### src/rtl/lsu_pkg.sv
// lsu_pkg: shared FSM state, RV32I load/store funct3 encodings and legality check for lsu_rmw.
package lsu_pkg;
    typedef enum logic [2:0] {IDLE, LD, RD, WR, RESP} state_e;
    localparam logic [2:0] F3_B  = 3'b000;
    localparam logic [2:0] F3_H  = 3'b001;
    localparam logic [2:0] F3_W  = 3'b010;
    localparam logic [2:0] F3_BU = 3'b100;
    localparam logic [2:0] F3_HU = 3'b101;
    function automatic logic f3_legal(input logic we, input logic [2:0] f3);
        return we ? (f3 == F3_B || f3 == F3_H || f3 == F3_W)
                  : (f3 inside {F3_B, F3_H, F3_W, F3_BU, F3_HU});
    endfunction
endpackage

### src/rtl/lsu_rmw_if.sv
// lsu_rmw_if: core request/response handshake and word-memory port of the LSU.
interface lsu_rmw_if;
    logic        req_valid;
    logic        req_ready;
    logic        req_we;
    logic [2:0]  req_funct3;
    logic [31:0] req_addr;
    logic [31:0] req_wdata;
    logic        rsp_valid;
    logic        rsp_ready;
    logic [31:0] rsp_rdata;
    logic        rsp_err;
    logic [31:0] mem_addr;
    logic [31:0] mem_wdata;
    logic        mem_rw;
    logic [31:0] mem_rdata;
    modport slave (
        input  req_valid, req_we, req_funct3, req_addr, req_wdata, rsp_ready, mem_rdata,
        output req_ready, rsp_valid, rsp_rdata, rsp_err, mem_addr, mem_wdata, mem_rw
    );
    modport master (
        output req_valid, req_we, req_funct3, req_addr, req_wdata, rsp_ready, mem_rdata,
        input  req_ready, rsp_valid, rsp_rdata, rsp_err, mem_addr, mem_wdata, mem_rw
    );
endinterface

### src/rtl/lsu_lane_align.sv
// lsu_lane_align: byte/halfword lane extraction with extension for loads, lane merge for sub-word stores.
module lsu_lane_align
    import lsu_pkg::*;
(
    input  logic [31:0] word,
    input  logic [31:0] wdata,
    input  logic [1:0]  off,
    input  logic [2:0]  funct3,
    output logic [31:0] ld_data,
    output logic [31:0] st_data
);
    logic [7:0]  b;
    logic [15:0] h;
    always_comb begin
        b = word[8*off +: 8];
        h = off[1] ? word[31:16] : word[15:0];
        ld_data = funct3[1:0] == 2'b00 ? {{24{b[7] & ~funct3[2]}}, b}
                : funct3[1:0] == 2'b01 ? {{16{h[15] & ~funct3[2]}}, h}
                : word;
        st_data = word;
        if (funct3[1:0] == 2'b00)
            st_data[8*off +: 8] = wdata[7:0];
        else if (funct3[1:0] == 2'b01)
            st_data[16*off[1] +: 16] = wdata[15:0];
        else
            st_data = wdata;
    end
endmodule

### src/rtl/lsu_rmw.sv
// lsu_rmw: byte-addressed RV32I load/store unit in front of a word-only memory; sub-word stores use read-modify-write.
// Define LSU_MISALIGN_TRAP_EN to report misaligned accesses as errors instead of force-aligning them.
module lsu_rmw
    import lsu_pkg::*;
#(
    parameter int MEM_WORDS = 32
) (
    input logic     clk,
    input logic     rst_n,
    lsu_rmw_if.slave bus
);
    localparam logic [31:0] ADDR_LIM = 32'(MEM_WORDS * 4);

    state_e      state_q, state_d;
    logic [31:0] addr_q, addr_d, wdata_q, wdata_d;
    logic [2:0]  f3_q, f3_d;
    logic        req_ready_q, req_ready_d, rsp_valid_q, rsp_valid_d, rsp_err_q, rsp_err_d;
    logic        mem_rw_q, mem_rw_d;
    logic [31:0] rsp_rdata_q, rsp_rdata_d, mem_addr_q, mem_addr_d, mem_wdata_q, mem_wdata_d;
    logic [31:0] ld_data, st_data, addr_al;
    logic        is_h, is_w, misalign, mis_err, req_err;

    assign is_h     = bus.req_funct3[1:0] == 2'b01;
    assign is_w     = bus.req_funct3[1:0] == 2'b10;
    assign misalign = (is_h & bus.req_addr[0]) | (is_w & |bus.req_addr[1:0]);
`ifdef LSU_MISALIGN_TRAP_EN
    assign mis_err  = misalign;
`else
    assign mis_err  = 1'b0;
`endif
    assign req_err  = !f3_legal(bus.req_we, bus.req_funct3) || bus.req_addr >= ADDR_LIM || mis_err;
    // Alignment is harmless when trapping, since misaligned requests never reach memory then.
    assign addr_al  = {bus.req_addr[31:2], is_w ? 2'b00 : {bus.req_addr[1], bus.req_addr[0] & ~is_h}};

    lsu_lane_align u_align (
        .word    (bus.mem_rdata),
        .wdata   (wdata_q),
        .off     (addr_q[1:0]),
        .funct3  (f3_q),
        .ld_data (ld_data),
        .st_data (st_data)
    );

    always_comb begin
        state_d     = state_q;
        addr_d      = addr_q;
        wdata_d     = wdata_q;
        f3_d        = f3_q;
        req_ready_d = req_ready_q;
        rsp_valid_d = rsp_valid_q;
        rsp_err_d   = rsp_err_q;
        rsp_rdata_d = rsp_rdata_q;
        mem_rw_d    = mem_rw_q;
        mem_addr_d  = mem_addr_q;
        mem_wdata_d = mem_wdata_q;
        case (state_q)
            IDLE: if (bus.req_valid && req_ready_q) begin
                addr_d      = addr_al;
                f3_d        = bus.req_funct3;
                wdata_d     = bus.req_wdata;
                req_ready_d = 1'b0;
                if (req_err) begin
                    state_d     = RESP;
                    rsp_valid_d = 1'b1;
                    rsp_err_d   = 1'b1;
                    rsp_rdata_d = '0;
                end else begin
                    state_d     = !bus.req_we ? LD : is_w ? WR : RD;
                    mem_addr_d  = {2'b00, addr_al[31:2]};
                    mem_rw_d    = bus.req_we && is_w;
                    mem_wdata_d = bus.req_we && is_w ? bus.req_wdata : mem_wdata_q;
                end
            end
            LD: begin
                state_d     = RESP;
                rsp_valid_d = 1'b1;
                rsp_err_d   = 1'b0;
                rsp_rdata_d = ld_data;
                mem_addr_d  = '0;
            end
            // The merged word is captured here so the write cycle sees a stable value.
            RD: begin
                state_d     = WR;
                mem_rw_d    = 1'b1;
                mem_wdata_d = st_data;
                mem_addr_d  = {2'b00, addr_q[31:2]};
            end
            WR: begin
                state_d     = RESP;
                mem_rw_d    = 1'b0;
                mem_addr_d  = '0;
                rsp_valid_d = 1'b1;
                rsp_err_d   = 1'b0;
                rsp_rdata_d = '0;
            end
            RESP: if (bus.rsp_ready) begin
                state_d     = IDLE;
                rsp_valid_d = 1'b0;
                rsp_err_d   = 1'b0;
                rsp_rdata_d = '0;
                req_ready_d = 1'b1;
            end
            default: state_d = IDLE;
        endcase
    end

    always_ff @(posedge clk or negedge rst_n) begin
        if (!rst_n) begin
            state_q     <= IDLE;
            addr_q      <= '0;
            wdata_q     <= '0;
            f3_q        <= '0;
            req_ready_q <= 1'b1;
            rsp_valid_q <= 1'b0;
            rsp_err_q   <= 1'b0;
            rsp_rdata_q <= '0;
            mem_rw_q    <= 1'b0;
            mem_addr_q  <= '0;
            mem_wdata_q <= '0;
        end else begin
            state_q     <= state_d;
            addr_q      <= addr_d;
            wdata_q     <= wdata_d;
            f3_q        <= f3_d;
            req_ready_q <= req_ready_d;
            rsp_valid_q <= rsp_valid_d;
            rsp_err_q   <= rsp_err_d;
            rsp_rdata_q <= rsp_rdata_d;
            mem_rw_q    <= mem_rw_d;
            mem_addr_q  <= mem_addr_d;
            mem_wdata_q <= mem_wdata_d;
        end
    end

    assign bus.req_ready = req_ready_q;
    assign bus.rsp_valid = rsp_valid_q;
    assign bus.rsp_err   = rsp_err_q;
    assign bus.rsp_rdata = rsp_rdata_q;
    assign bus.mem_rw    = mem_rw_q;
    assign bus.mem_addr  = mem_addr_q;
    assign bus.mem_wdata = mem_wdata_q;
endmodule

### src/flat_wrapper.sv
// flat-port wrapper written by rule: the top's interface ports become plain ports
module lsu_rmw_flat import lsu_pkg::*;
#(
    parameter int MEM_WORDS = 32
)
  (clk, rst_n, bus_req_valid, bus_req_we, bus_req_funct3, bus_req_addr, bus_req_wdata, bus_rsp_ready, bus_mem_rdata, bus_req_ready, bus_rsp_valid, bus_rsp_rdata, bus_rsp_err, bus_mem_addr, bus_mem_wdata, bus_mem_rw);
  lsu_rmw_if bus_i ();
  input logic clk;
  input logic rst_n;
  input wire logic [$bits(bus_i.req_valid)-1:0] bus_req_valid;
  input wire logic [$bits(bus_i.req_we)-1:0] bus_req_we;
  input wire logic [$bits(bus_i.req_funct3)-1:0] bus_req_funct3;
  input wire logic [$bits(bus_i.req_addr)-1:0] bus_req_addr;
  input wire logic [$bits(bus_i.req_wdata)-1:0] bus_req_wdata;
  input wire logic [$bits(bus_i.rsp_ready)-1:0] bus_rsp_ready;
  input wire logic [$bits(bus_i.mem_rdata)-1:0] bus_mem_rdata;
  output wire logic [$bits(bus_i.req_ready)-1:0] bus_req_ready;
  output wire logic [$bits(bus_i.rsp_valid)-1:0] bus_rsp_valid;
  output wire logic [$bits(bus_i.rsp_rdata)-1:0] bus_rsp_rdata;
  output wire logic [$bits(bus_i.rsp_err)-1:0] bus_rsp_err;
  output wire logic [$bits(bus_i.mem_addr)-1:0] bus_mem_addr;
  output wire logic [$bits(bus_i.mem_wdata)-1:0] bus_mem_wdata;
  output wire logic [$bits(bus_i.mem_rw)-1:0] bus_mem_rw;
  assign bus_i.req_valid = bus_req_valid;
  assign bus_i.req_we = bus_req_we;
  assign bus_i.req_funct3 = bus_req_funct3;
  assign bus_i.req_addr = bus_req_addr;
  assign bus_i.req_wdata = bus_req_wdata;
  assign bus_i.rsp_ready = bus_rsp_ready;
  assign bus_i.mem_rdata = bus_mem_rdata;
  assign bus_req_ready = bus_i.req_ready;
  assign bus_rsp_valid = bus_i.rsp_valid;
  assign bus_rsp_rdata = bus_i.rsp_rdata;
  assign bus_rsp_err = bus_i.rsp_err;
  assign bus_mem_addr = bus_i.mem_addr;
  assign bus_mem_wdata = bus_i.mem_wdata;
  assign bus_mem_rw = bus_i.mem_rw;
  lsu_rmw #(.MEM_WORDS(MEM_WORDS)) u_core (.clk(clk), .rst_n(rst_n), .bus(bus_i));
endmodule
### config.mk
export PLATFORM = sky130hd
export DESIGN_NAME = lsu_rmw_flat
export DESIGN_NICKNAME = d
export VERILOG_FILES = /design/src/rtl/lsu_pkg.sv /design/src/rtl/lsu_rmw_if.sv /design/src/rtl/lsu_lane_align.sv /design/src/rtl/lsu_rmw.sv /design/src/flat_wrapper.sv
export SDC_FILE = /design/constraint.sdc
export NUM_CORES = 1
export LEC_CHECK = 0
export CAP_MARGIN = 20
export CORE_AREA = 2 2 154 111
export DETAILED_ROUTE_END_ITERATION = 8
export DIE_AREA = 0 0 156 113
export PLACE_DENSITY = 0.89
export SLEW_MARGIN = 20
export SYNTH_ARGS = -nofsm -noshare
export SYNTH_HDL_FRONTEND = slang
export SYNTH_HIERARCHICAL = 1
export SYNTH_SLANG_ARGS = --single-unit
### constraint.sdc
create_clock -name clk -period 5.8 [get_ports clk]
set_clock_uncertainty 0.1 [all_clocks]
set_input_delay 0.58 -clock clk [delete_from_list [all_inputs] [get_ports clk]]
set_output_delay 0.58 -clock clk [all_outputs]
set_load 0.01 [all_outputs]
==> impl_metrics.toml <==
[cts]
h-tree-depth = 4
path_clk_slew_ns = 0.07
cts_hold_buf = 0
post_cts_buffers = 0
cts.repair.resized = 0
clock_path_buffers = 2
cts_tree = "yes"
cts.sinks = 168
cts_buffers = 17
cts-root-buf = "clkbuf_16"
clock_latency_ns = 0.44

[cells_and_area]
drive_above_1_share_pct = 14.8
regArea_um2 = 4210
nNetsFinal = 1082
fin_cells = 1191
fillers = 1113
final_common_cell = "clkdlybuf4s50_1"
multi_input_area_um2 = 4120
fin_util_pct = 70.2
antenna_cells = 0
syn_to_final_growth_pct = 29.6
layout_common_cells = "clkdlybuf4s50_1 (200), dfrtp_1 (166), nand3_1 (107), nand2_1 (75), mux2_2 (74)"

[timing]
maxSlewHeadroom_pct = 32.7
finalHoldViolations = 0
fin_crit_sh_pct = 55.3
fin_tns_setup_ns = 0
drv_slew = 0
worstMarginPinSlew_ns = 1.01
fin_crit_ns = 3.21
setup_viol = 0
rsz0062_at_grt = "no"
fin_ws_ns = 2.59
max_freq_mhz = 312

[detailed_routing]
wl_met3_um = 3100
m1WireLength_um = 11300
wl_um = 26900
via_per_inst = 6.59
highest_layer = "met4"
drt_iter0_markers = 948
via_count = 7847
avgRoutedWirePerCell_um = 22.6
dr.pass1.iters = 6
wl_met2_um = 11600
drc = 0
drtAntennaViolNets = 0

[setup_path]
crit_slowest_cell = "or2_1"
slowest_delay_ns = 0.60
cp-start-kind = "input port"
crit_required_ns = 6.02
reg2reg_from = "u_core/addr_q[1]$_DFFE_PN0P_"
path_max_fanout = 27
r2r_cells = 8
rrSetupSlack_ns = 2.85
r2r_end = "u_core/bus.mem_wdata[17]$_DFFE_PN0P_"
cp-end-kind = "register"
crit_chain = "clkdlybuf4s50_1 -> a211oi_1 -> nand4_2 -> o31a_1 -> or2_1 -> a221o_1"
arrival_ns = 3.42
path_class = "in2reg"

[floorplanning]
ios = 204
fp-row-count = 39
die_area_um2 = 17600
die_y_um = 113
start_util_pct = 54.2
die_w_um = 156
core_um2 = 16100

[run]
maxCapViolCount = 0

[global_route]
grt_pass1_vias = 7607
grt_pass1_wl_um = 41900
antenna_found_initial = 0
grtUsageTotal_pct = 30.8
grt.overflow.total = 0
grt_max_degree = 117

[power_and_ir_drop]
p_leak_nw = 5.07
power_switching_uw = 608
p_comb_share_pct = 6.9
ir_drop_v = 0.000180
intPower_mw = 1.86
p_sw_share_pct = 24.6
seq_power_share_pct = 47.4
p_total_mw = 2.47
clkPwrFrac_pct = 45.8
pwr_density_cell_nw_per_um2 = 219

[min_path]
worstHoldPathType = "in2async"

[yosys]
ys_async_sr_fraction_pct = 100
ys_warn_count = 6
synth-edff-count = 0
synth_area_um2 = 8700
ys_types = 65
synth_area_per_cell_um2 = 10.6
synth_flop_cell = "dfrtp_1"
ys_ff_latch = 168
syn_inst = 818
synth-seq-area-share_pct = 48.3

[place]
port_buffers = 201
gp_congestion = 0.959
dp.cells = 1159
pre_cts_ws_ns = 2.25
dp_hpwl_um = 18400

[outcome]
status = "finished clean"
metal layers:
metal / global-route usage (%) / vias up
li1: - / 3422
met1: 43.4 / 3792
met2: 43.3 / 541
met3: 10.5 / 92
met4: 13.8 / 0
met5: 0 / -
state kept, by name, indices dropped and copies added (netlist names):
register / count
u_core/addr_q: 32
u_core/bus.mem_addr: 30
u_core/bus.mem_rw: 1
u_core/bus.mem_wdata: 32
u_core/bus.req_ready: 1
u_core/bus.rsp_err: 1
u_core/bus.rsp_rdata: 32
u_core/bus.rsp_valid: 1
u_core/f3_q: 3
u_core/state_q: 3
u_core/wdata_q: 32
worst max-delay path by stage:
stage	startpoint	endpoint	slack, ns	depth (start not counted)
2_1_floorplan	u_core/addr_q[1]$_DFFE_PN0P_	u_core/bus.mem_wdata[21]$_DFFE_PN0P_	3.44	9
6_report	bus_req_funct3[1]	u_core/bus.mem_addr[2]$_DFFE_PN0P_	2.59	6
3_3_place_gp	bus_req_funct3[1]	u_core/bus.rsp_err$_DFFE_PN0P_	2.28	6
4_1_cts	bus_req_funct3[1]	u_core/bus.mem_addr[2]$_DFFE_PN0P_	2.68	6
3_5_place_dp	bus_req_funct3[1]	u_core/bus.mem_addr[2]$_DFFE_PN0P_	2.25	6
5_1_grt	bus_req_funct3[1]	u_core/bus.mem_addr[3]$_DFFE_PN0P_	2.50	6
power groups by stage:
stage / Combinational (mW) / Sequential (mW) / Clock (mW)
after floorplan: 0.0363 / 1.19 / 0
after global placement: 0.164 / 1.19 / 0
after detailed placement: 0.166 / 1.19 / 0
after CTS: 0.167 / 1.17 / 1.14
after global routing: 0.181 / 1.17 / 1.19
final: 0.170 / 1.17 / 1.13
worst max-delay path, delay by kind of cell:
family	cells	cell delay (ns)
and+or+nand+nor	2	0.93
AOI/OAI and AO/OA	3	1.39
buffers and inverters	1	0.51
synth_stat cells (5+ instances only):
master	instances	area share, %
nor4_2	5	0.72
o21ai_0	29	1.7
a22o_1	65	6.5
nand4_1	10	0.72
buf_1	6	0.26
o221ai_1	10	1.0
o22ai_1	22	1.6
inv_1	6	0.26
buf_4	8	0.69
buf_6	5	0.65
nand3_1	107	6.2
a221o_1	5	0.58
buf_2	21	1.2
a221oi_1	7	0.70
mux2_2	74	9.6
nand2_1	76	3.3
dfrtp_1	167	48
mux2i_1	16	1.8
nor4b_1	8	0.81
nor2_1	8	0.35
clkbuf_1	33	1.4
o211ai_1	17	1.5
ha_1	5	0.72
a211o_1	5	0.50
a22oi_1	25	2.2
a21oi_1	13	0.75
nor3b_1	5	0.43
nand2b_1	7	0.50
cell type report:
type | count | area share (%)
Sequential cell | 168 | 37.3
Multi-Input combinational cell | 568 | 36.5
Timing Repair Buffer | 210 | 18.5
Clock buffer | 17 | 3.77
Tap cell | 205 | 2.27
Clock inverter | 15 | 1.40
Inverter | 8 | 0.266
through the flow:
stage               area, µm²  hold slack (ns)
floorplan                8700            0.184
global placement        10700            0.372
detailed placement      10700            0.382
CTS                     11300            0.249
global route            11300            0.251
finish                  11300            0.159
cell families (layout without fill, tap and decap cells):
group                    Yosys count  after routing  share of synthesized area, %
flip-flops                       168            168                          48.3
AO/OA/AOI/OAI                    214            214                          18.7
multiplexers                      90             90                          11.4
AND/OR/NAND/NOR                  257            257                          16.1
adder cells (fa/ha/maj)            5              5                         0.719
other                              1              2                        0.0431
buffers and inverters             83            250                          4.69
(Power assumes the default switching activity.)
